<file path="src/rtl/reset_seq_pkg.sv">
// Shared types and elaboration helpers for the staged reset sequencer.
package reset_seq_pkg;

  typedef enum logic [1:0] {
    S_ASSERT,
    S_WAIT_ACK,
    S_GAP,
    S_RUN
  } seqState_e;

  function automatic int cntWidth(int minAssert, int gap, int timeout);
    int m;
    m = minAssert;
    if (gap > m) m = gap;
    if (timeout > m) m = timeout;
    return $clog2(m + 1);
  endfunction

  function automatic bit paramsLegal(int nStages, int minAssert, int gap, int timeout);
    return (nStages >= 1) && (nStages <= 16) && (minAssert >= 1) &&
           (gap >= 0) && (timeout >= 1);
  endfunction

endpackage

</file>
<file path="src/rtl/reset_seq_if.sv">
// Request/acknowledge and status bundle between the reset tree and the sequencer.
interface reset_seq_if #(
  parameter int NSTAGES = 4
);

  logic               rstReq;
  logic               swReq;
  logic [NSTAGES-1:0] stageAck;
  logic [NSTAGES-1:0] stageRst;
  logic               busy;
  logic               done;
  logic               timeoutErr;
  logic [3:0]         errStage;

  modport master (
    output rstReq, swReq, stageAck,
    input  stageRst, busy, done, timeoutErr, errStage
  );

  modport slave (
    input  rstReq, swReq, stageAck,
    output stageRst, busy, done, timeoutErr, errStage
  );

endinterface

</file>
<file path="src/rtl/reset_seq_timer.sv">
// Loadable up-counter with terminal-count compare, shared by every timed phase.
module reset_seq_timer #(
  parameter int WIDTH = 9
) (
  input  logic             clk,
  input  logic             rst_n,
  input  logic             clr_i,
  input  logic             inc_i,
  input  logic [WIDTH-1:0] term_i,
  output logic             hit_o
);

  logic [WIDTH-1:0] countQ;
  logic [WIDTH-1:0] countD;

  // Saturate instead of wrapping so a stalled phase can never alias a short count.
  always_comb begin
    countD = countQ;
    if (clr_i) begin
      countD = '0;
    end else if (inc_i && (countQ != '1)) begin
      countD = countQ + WIDTH'(1);
    end
  end

  always_ff @(posedge clk or negedge rst_n) begin
    if (!rst_n) begin
      countQ <= '0;
    end else begin
      countQ <= countD;
    end
  end

  assign hit_o = (countQ == term_i);

endmodule

</file>
<file path="src/rtl/reset_sequencer.sv">
// Staged reset release controller: all stage resets assert together and release
// one at a time, each gated on its acknowledge with a timeout fallback.
module reset_sequencer
  import reset_seq_pkg::*;
#(
  parameter int NSTAGES    = 4,
  parameter int MIN_ASSERT = 16,
  parameter int GAP        = 8,
  parameter int TIMEOUT    = 256
) (
  input  logic       clk,
  input  logic       rst_n,
  reset_seq_if.slave bus_io
);

  localparam int            CW     = cntWidth(MIN_ASSERT, GAP, TIMEOUT);
  localparam logic [CW-1:0] MA_TC  = CW'(MIN_ASSERT - 1);
  localparam logic [CW-1:0] TO_TC  = CW'(TIMEOUT - 1);
  localparam logic [CW-1:0] GAP_TC = CW'((GAP > 0) ? (GAP - 1) : 0);
  localparam logic [3:0]    LAST   = 4'(NSTAGES - 1);

  if (!paramsLegal(NSTAGES, MIN_ASSERT, GAP, TIMEOUT)) begin : gIllegalParams
    $error("reset_sequencer: illegal parameter set");
  end

  seqState_e          stateQ;
  logic [3:0]         kQ;
  logic [NSTAGES-1:0] stageRstQ;
  logic               busyQ;
  logic               doneQ;
  logic               errQ;
  logic [3:0]         errStageQ;

  logic               req;
  logic               ackSel;
  logic               timerClr;
  logic               timerInc;
  logic [CW-1:0]      timerTerm;
  logic               timerHit;

  assign req = bus_io.rstReq | bus_io.swReq;

  function automatic logic [NSTAGES-1:0] releaseStage(logic [NSTAGES-1:0] v, logic [3:0] idx);
    logic [NSTAGES-1:0] r;
    r = v;
    for (int i = 0; i < NSTAGES; i++) begin
      if (idx == 4'(i)) r[i] = 1'b0;
    end
    return r;
  endfunction

  always_comb begin
    ackSel = 1'b0;
    for (int i = 0; i < NSTAGES; i++) begin
      if (kQ == 4'(i)) ackSel = bus_io.stageAck[i];
    end
  end

  // The one timer is reloaded on every phase change; a request always restarts it.
  always_comb begin
    timerClr  = 1'b0;
    timerInc  = 1'b0;
    timerTerm = MA_TC;
    unique case (stateQ)
      S_ASSERT: begin
        timerTerm = MA_TC;
        timerClr  = timerHit;
        timerInc  = !timerHit;
      end
      S_WAIT_ACK: begin
        timerTerm = TO_TC;
        timerClr  = ackSel | timerHit;
        timerInc  = !(ackSel | timerHit);
      end
      S_GAP: begin
        timerTerm = GAP_TC;
        timerClr  = timerHit;
        timerInc  = !timerHit;
      end
      default: begin
        timerClr = 1'b1;
      end
    endcase
    if (req) begin
      timerClr = 1'b1;
      timerInc = 1'b0;
    end
  end

  reset_seq_timer #(
    .WIDTH(CW)
  ) uTimer (
    .clk   (clk),
    .rst_n (rst_n),
    .clr_i (timerClr),
    .inc_i (timerInc),
    .term_i(timerTerm),
    .hit_o (timerHit)
  );

  always_ff @(posedge clk or negedge rst_n) begin
    if (!rst_n) begin
      stateQ    <= S_ASSERT;
      kQ        <= 4'd0;
      stageRstQ <= '1;
      busyQ     <= 1'b1;
      doneQ     <= 1'b0;
      errQ      <= 1'b0;
      errStageQ <= 4'd0;
    end else if (req) begin
      stateQ    <= S_ASSERT;
      kQ        <= 4'd0;
      stageRstQ <= '1;
      busyQ     <= 1'b1;
      doneQ     <= 1'b0;
    end else begin
      unique case (stateQ)
        S_ASSERT: begin
          if (timerHit) begin
            stageRstQ <= releaseStage(stageRstQ, 4'd0);
            busyQ     <= |releaseStage(stageRstQ, 4'd0);
            kQ        <= 4'd0;
            stateQ    <= S_WAIT_ACK;
          end
        end
        S_WAIT_ACK: begin
          // A timeout is logged, then treated exactly like an acknowledge.
          if (ackSel || timerHit) begin
            if (!ackSel) begin
              errQ      <= 1'b1;
              errStageQ <= kQ;
            end
            if (kQ == LAST) begin
              stateQ <= S_RUN;
              doneQ  <= 1'b1;
            end else if (GAP == 0) begin
              stageRstQ <= releaseStage(stageRstQ, kQ + 4'd1);
              busyQ     <= |releaseStage(stageRstQ, kQ + 4'd1);
              kQ        <= kQ + 4'd1;
            end else begin
              stateQ <= S_GAP;
            end
          end
        end
        S_GAP: begin
          if (timerHit) begin
            stageRstQ <= releaseStage(stageRstQ, kQ + 4'd1);
            busyQ     <= |releaseStage(stageRstQ, kQ + 4'd1);
            kQ        <= kQ + 4'd1;
            stateQ    <= S_WAIT_ACK;
          end
        end
        S_RUN: begin
        end
        default: begin
          stateQ <= S_ASSERT;
        end
      endcase
    end
  end

  assign bus_io.stageRst   = stageRstQ;
  assign bus_io.busy       = busyQ;
  assign bus_io.done       = doneQ;
  assign bus_io.timeoutErr = errQ;
  assign bus_io.errStage   = errStageQ;

endmodule

</file>
<file path="src/flat_wrapper.sv">
// flat-port wrapper written by rule: the top's interface ports become plain ports
module reset_sequencer_flat import reset_seq_pkg::*;
#(
  parameter int NSTAGES    = 4,
  parameter int MIN_ASSERT = 16,
  parameter int GAP        = 8,
  parameter int TIMEOUT    = 256
)
  (clk, rst_n, bus_io_rstReq, bus_io_swReq, bus_io_stageAck, bus_io_stageRst, bus_io_busy, bus_io_done, bus_io_timeoutErr, bus_io_errStage);
  reset_seq_if #(.NSTAGES(NSTAGES)) bus_io_i ();
  input  logic clk;
  input  logic rst_n;
  input wire logic [$bits(bus_io_i.rstReq)-1:0] bus_io_rstReq;
  input wire logic [$bits(bus_io_i.swReq)-1:0] bus_io_swReq;
  input wire logic [$bits(bus_io_i.stageAck)-1:0] bus_io_stageAck;
  output wire logic [$bits(bus_io_i.stageRst)-1:0] bus_io_stageRst;
  output wire logic [$bits(bus_io_i.busy)-1:0] bus_io_busy;
  output wire logic [$bits(bus_io_i.done)-1:0] bus_io_done;
  output wire logic [$bits(bus_io_i.timeoutErr)-1:0] bus_io_timeoutErr;
  output wire logic [$bits(bus_io_i.errStage)-1:0] bus_io_errStage;
  assign bus_io_i.rstReq = bus_io_rstReq;
  assign bus_io_i.swReq = bus_io_swReq;
  assign bus_io_i.stageAck = bus_io_stageAck;
  assign bus_io_stageRst = bus_io_i.stageRst;
  assign bus_io_busy = bus_io_i.busy;
  assign bus_io_done = bus_io_i.done;
  assign bus_io_timeoutErr = bus_io_i.timeoutErr;
  assign bus_io_errStage = bus_io_i.errStage;
  reset_sequencer #(.NSTAGES(NSTAGES), .MIN_ASSERT(MIN_ASSERT), .GAP(GAP), .TIMEOUT(TIMEOUT)) u_core (.clk(clk), .rst_n(rst_n), .bus_io(bus_io_i));
endmodule
</file>
<file path="config.mk">
export PLATFORM = sky130hd
export DESIGN_NAME = reset_sequencer_flat
export DESIGN_NICKNAME = d
export VERILOG_FILES = /design/src/rtl/reset_seq_pkg.sv /design/src/rtl/reset_seq_if.sv /design/src/rtl/reset_seq_timer.sv /design/src/rtl/reset_sequencer.sv /design/src/flat_wrapper.sv
export SDC_FILE = /design/constraint.sdc
export NUM_CORES = 1
export LEC_CHECK = 0
export ABC_CLOCK_PERIOD_IN_PS = 2200
export CELL_PAD_IN_SITES_DETAIL_PLACEMENT = 1
export CELL_PAD_IN_SITES_GLOBAL_PLACEMENT = 1
export CORE_MARGIN = 2
export CORE_UTILIZATION = 38
export DETAILED_ROUTE_END_ITERATION = 10
export DONT_BUFFER_PORTS = 1
export PLACE_DENSITY_LB_ADDON = 0.1
export SLEW_MARGIN = 20
export SYNTH_ARGS = -nofsm -noshare
export SYNTH_HDL_FRONTEND = slang
export SYNTH_SLANG_ARGS = --single-unit
export TNS_END_PERCENT = 30
</file>
<file path="constraint.sdc">
create_clock -name clk -period 2.2 [get_ports clk]
set_input_delay 0.66 -clock clk [delete_from_list [all_inputs] [get_ports clk]]
set_output_delay 0.66 -clock clk [all_outputs]
set_load 0.005 [all_outputs]
</file>
# Word-level counts from Yosys, hierarchy flattened
# Cells that the tools add are included.
[totals] reg_bits=26
[op_classes] mux=51 reduce_logical=23 bitwise=4 addsub=2 n_eq_ne=15
[ops] operator="2-to-1 mux 1 bit" count=34
[ops] operator="2-to-1 mux 4 bit" count=5
[ops] operator="2-to-1 mux 9 bit" count=2
[ops] operator="== test 4 x 2 -> 1 bit (second input constant)" count=4
[ops] operator="case mux 4 bit (2 select lines)" count=2
[ops] operator="case mux 8 bit (2 select lines)" count=1
[ops] operator="inequality test 3 x 1 -> 1 bit (second input constant)" count=4
[ops] operator="AND reduction 3 bit" count=4
[ops] operator="nonzero test 2 bit" count=6
[ops] operator="adder 9 x 1 -> 9 bit (second input constant)" count=1
[ops] operator="== test 9 bit" count=1
[ops] operator="inequality test 9 bit (second input constant)" count=1
[ops] operator="== test 4 x 1 -> 1 bit (second input constant)" count=2
[ops] operator="logical NOT 4 bit" count=2
[ops] operator="OR reduction 4 bit" count=2
[ops] operator="2-to-1 mux 2 bit" count=3
[ops] operator="case mux 1 bit (2 select lines)" count=3
[ops] operator="nonzero test 3 bit" count=2
[ops] operator="adder 4 x 1 -> 4 bit (second input constant)" count=1
[ops] operator="case mux 2 bit (2 select lines)" count=1
[ops] operator="AND reduction 4 bit" count=1
[ops] operator="== test 2 x 1 -> 1 bit (second input constant)" count=1
[ops] operator="== test 2 bit (second input constant)" count=1
[ops] operator="logical NOT 1 bit" count=2
[ops] operator="7 further kinds" count=9

# Depth between registers and ports, before layout
[depth] ltp_word=12 ltp_mapped=11

# By module
# A second synthesis with hierarchy kept.
[hier_totals] cells_unflattened=163 hier_area_um2=1579.0
[by_module_without_submodules] module="reset_sequencer" n_inst=1 cells_each=105 seq_area_each_um2=431.7 area_per_inst_um2=1012.2
[by_module_without_submodules] module="reset_seq_timer" n_inst=1 cells_each=58 seq_area_each_um2=225.2 area_per_inst_um2=566.8

# Worst setup path after synthesis
# No wires, ideal clock.
[synth_path] path_type="reg2reg" startpoint="register u_core.stateQ[1]" endpoint="register u_core.errStageQ[0], in the netlist u_core.bus_io.errStage[0]" t_arrival_ps=2202 synth_period_minus_slack_ps=2327 setup_time_ps=125 t_required_ps=2075 setup_slack_ps=-127 path_stages_with_launch=8 cell_sequence="dfrtp_1 buf_6 and3b_1 a22oi_2 or4_4 or4_4 buf_6 mux2_4"
[synth_between] elab_chain_cells=5 elab_cells_between_ends=6 cone_classes="3 x eq/ne; 1 x mux; 2 x reduce/logical"
[synth_rtl] item="start: declaration" line_no="reset_sequencer.sv:26" rtl="seqState_e stateQ;"
[synth_rtl] item="start signal: assignment" line_no="reset_sequencer.sv:103" rtl="stateQ <= S_ASSERT;"
[synth_rtl] item="start signal: assignment" line_no="reset_sequencer.sv:111" rtl="stateQ <= S_ASSERT;"
[synth_rtl] item="start signal: assignment" line_no="reset_sequencer.sv:123" rtl="stateQ <= S_WAIT_ACK;"
[synth_rtl] item="== test 2 bit / == test 2 x 1 -> 1 bit (equally long branches)" line_no="reset_sequencer.sv:64, reset_sequencer.sv:117"
[synth_rtl] item="case mux 8 bit (2 select lines)" line_no="reset_sequencer.sv:64" rtl="unique case (stateQ)"
[synth_rtl] item="== test 9 bit" line_no="reset_seq_timer.sv:34" rtl="assign hit_o = (countQ == term_i);"
[synth_rtl] item="logical OR 1 bit" line_no="reset_sequencer.sv:128" rtl="if (ackSel || timerHit) begin"
[synth_rtl] item="AND reduction 4 bit (no source line) *"
[synth_rtl] item="end signal: assignment" line_no="reset_sequencer.sv:131" rtl="errStageQ <= kQ;"
[synth_rtl] item="end: declaration" line_no="reset_sequencer.sv:32" rtl="logic [3:0] errStageQ;"
# Mark *: on every way between the ends. The rest lies on a longest branch, timed or not.
# A chain may end at the register's enable or synchronous reset.

# Final worst setup path
[layout_path] startpoint="register u_core.uTimer.countQ[7]" endpoint="register u_core.errStageQ[2], in the netlist u_core.bus_io.errStage[2]"
[layout_between] elab_chain_cells=3
[layout_rtl] item="start: declaration" line_no="reset_seq_timer.sv:13" rtl="logic [WIDTH-1:0] countQ;"
[layout_rtl] item="start signal: assignment" line_no="reset_seq_timer.sv:30" rtl="countQ <= countD;"
[layout_rtl] item="== test 9 bit" line_no="reset_seq_timer.sv:34"
[layout_rtl] item="logical OR 1 bit" line_no="reset_sequencer.sv:128"
[layout_rtl] item="AND reduction 4 bit (no source line)"
# No other way between the ends.

==> impl_metrics.py <==
metrics = {
    "finish": {
        "drive_above_1_share_pct": 28.9,
        "stdcell_area_um2": 1900,
        "nFillCells": 467,
        "layout.nets": 205,
        "diodes": 0,
        "syn_to_final_growth_pct": 17.6,
        "fin_cells": 237,
    },
    "sta": {
        "layout_min_cycle_time_ps": 2240,
        "max_clock_freq_mhz": 447,
        "rsz0062_at_grt": "true",
        "finClkSkew_ps": 1.90,
        "slew_headroom_pct": 63.8,
        "finalSetupViolCount": 4,
        "period_share_pct": 102,
        "drv_slew": 0,
        "worst_pin_slew_ps": 536,
        "setup_ws_ps": -36.5,
        "whs_ps": 62.5,
        "hold_violations": 0,
        "setup_tns_ps": -129,
    },
    "floorplanning": {
        "boundaryPins": 19,
        "initial_core_util_pct": 40.0,
        "core_region_area_um2": 4030,
        "num_rows": 23,
        "die_w_um": 69.1,
        "die_y_um": 69.1,
        "fp.dieArea_um2": 4780,
    },
    "setup_path": {
        "r2r_cells": 5,
        "required_ps": 2370,
        "r2r_setup_slack_ps": -40,
        "crit_fanout": 5,
        "cp-start-kind": "flop",
        "r2r_end": "u_core.bus_io.errStage[2]",
        "crit_type": "flop to flop",
        "worstSetupEndpointType": "flop",
        "rr_startpoint": "u_core.uTimer.countQ[7]",
        "cp_data_arrival_time_ps": 2410,
    },
    "power_and_ir_drop": {
        "p_seq_share_pct": 52.5,
        "p_int_uw": 738,
        "p_leak_uw": 0.000856,
        "p_sw_share_pct": 20.1,
        "power_density_nw_per_um2": 488,
        "clock_power_share_pct": 44.4,
        "fin_total_pwr_uw": 924,
        "irDropWorstVdd_mv": 0.228,
        "p_comb_share_pct": 3.1,
        "power.switching_uw": 186,
    },
    "synthesis": {
        "synth_fa_ha_area_share_pct": 6.99,
        "synthSimpleGateAreaFrac_pct": 23.4,
        "synth-edff-count": 0,
        "ys_top_cells_by_area": "dfrtp_1 (33%), dfstp_2 (8.2%), ha_1 (7.0%)",
        "synth_flop_cell": "dfrtp_1",
        "yosysMostFrequentCell": "dfrtp_1",
        "synthMuxAreaShare_pct": 4.97,
        "avgSynthCellArea_um2": 9.65,
        "syn_area_um2": 1610,
        "seq_area_frac_synth_pct": 40.8,
        "synthCells": 167,
        "synth_top_family_by_area": "simple AND/OR/NAND/NOR gates",
        "synthXorXnorAreaFrac_pct": 4.81,
        "synth_cell_type_count": 51,
        "synth_top_area_share_pct": 32.6,
        "synth_nets": 184,
        "async_flop_share_pct": 100,
        "synth_seq_cells": 26,
        "synth_common_cells": "dfrtp_1 (21), nor2_1 (19), nand2_1 (10)",
        "synth_compound_area_share_pct": 14.1,
        "yosys.area.top_type": "dfrtp_1",
        "yosysWarnings": 0,
    },
    "clock_tree": {
        "clk_path_buf_depth": 2,
        "clk_pin_slew_worst_paths_ps": 100,
        "insertion_delay_ps": 280,
        "cts_setup_buffers": 0,
        "cts_buffers": 3,
        "cts_sinks": 26,
        "cts_root_buffer": "clkbuf_8",
        "cts_tree": "built",
        "cts_max_level": 1,
    },
    "routing": {
        "drt-initial-drc-count": 42,
        "drc_errors": 0,
        "dr.pass1.iters": 4,
        "via_count": 1306,
        "via_per_inst": 5.51,
        "wirelength_um": 4120,
        "post_drt_wl_per_cell_um": 17.4,
        "ant_nets": 0,
    },
    "global_routing": {
        "grtUsageTotal_pct": 17.8,
        "grtUsageMet2_pct": 31.3,
        "antenna_found_initial": 0,
        "use_met3_pct": 3.22,
        "grt_pass1_vias": 1394,
        "busiest_layer": "met2",
        "grt_max_degree": 27,
        "grt_pass1_wl_um": 6980,
        "gr-total-overflow": 0,
        "met1_usage_pct": 22.2,
    },
    "place": {
        "io_buffer_count": 0,
        "dpl_cell_area_um2": 1810,
        "placed_cells": 233,
        "place_congestion": 0.850,
        "dp_hpwl_um": 3240,
    },
    "hold_path": {
        "hp-class": "primary input to async pin",
    },
    "outcome": {
        "violations": "negative setup slack",
        "status": "finished, violations left",
    },
    "job": {
        "drv_cap": 0,
    },
}
cells by family after synthesis:
group / after synthesis
mux: 6
buf+inv: 16
xor+xnor: 8
fa+ha+maj: 9
compound gates: 34
flops: 26
simple gates: 68
stage by stage:
step	setup WS, ps	utilization, %
after floorplan	-96.9	-
after global placement	1.24	44.9
after detailed placement	-59.2	44.9
after CTS	-56.1	46.7
after global routing	-88.0	47.0
final	-36.5	47.0
sequential cells by signal (all words and copies together), names as in the netlist:
| name | cells |
|---|---|
| u_core.bus_io.done | 1 |
| u_core.kQ | 4 |
| u_core.bus_io.errStage | 4 |
| u_core.bus_io.stageRst | 4 |
| u_core.stateQ | 2 |
| u_core.bus_io.timeoutErr | 1 |
| u_core.bus_io.busy | 1 |
| u_core.uTimer.countQ | 9 |
worst max-delay path: stages (launching register included):
cell and delay [ps]:
dfrtp_1 400, nor4_2 300, a22oi_2 100, or4_4 530, or4_4 490, mux2_4 320
placed cells by master, fill, tap and decap left out, drive strengths merged, types with 2 or more instances in the layout:
master  netlist  layout
ha            9       9
a21oi         6       6
nor3          8       8
nand2        10      10
nand4b        2       2
nor2b         2       2
mux2i         2       2
nor2         19      19
a21boi        2       2
nor4          2       2
a211o         2       2
inv           7       7
or2           2       2
a31oi         4       4
or3           2       2
xnor2         4       4
dfrtp        21      21
xor2          4       4
and3b         2       2
and2          2       2
o21ai         9       9
or4           3       3
and3          3       3
mux2          4       4
nand3         7       7
buf           4      25
dfstp         5       5
clkbuf        5       3
a22oi         2       2
final cells by class:
class	instances	area (um2)	area share, %
multi-input combinational	125	888	46.9
inverter	7	26.3	1.39
sequential	26	659	34.8
tap	50	62.6	3.30
clock buffer	3	41.3	2.18
clock inverter	1	30.0	1.58
timing repair buffer	25	188	9.90
how the worst max path moves through the flow:
stage,startpoint,to,cells past startpoint
after floorplan,u_core.uTimer.countQ[7],u_core.bus_io.errStage[0],6
after global placement,u_core.stateQ[0],u_core.bus_io.errStage[0],5
after detailed placement,u_core.stateQ[0],u_core.bus_io.errStage[2],5
after CTS,u_core.uTimer.countQ[7],u_core.bus_io.errStage[2],5
after global routing,u_core.uTimer.countQ[7],u_core.bus_io.errStage[2],5
final,u_core.uTimer.countQ[7],u_core.bus_io.errStage[2],5
power groups by stage:
stage | Clock, uW | Combinational (uW) | Sequential [uW]
2_1_floorplan | 0 | 18.0 | 494
3_3_place_gp | 0 | 28.7 | 494
3_5_place_dp | 0 | 29.1 | 495
4_1_cts | 417 | 29.2 | 486
5_1_grt | 440 | 33.1 | 486
6_report | 410 | 28.6 | 485
per-layer routing:
layer	up-vias	routed length (um)
met1	657	1880
met2	15	2100
met5	-	0
li1	630	-
met3	4	110
met4	0	36
what timing repair did:
item                                    in CTS  in global routing
gates resized for setup                      2                  4
endpoints found under the setup margin       5                  7
hold buffers                                 0                  0
Power figures use the tool's default switching activity.
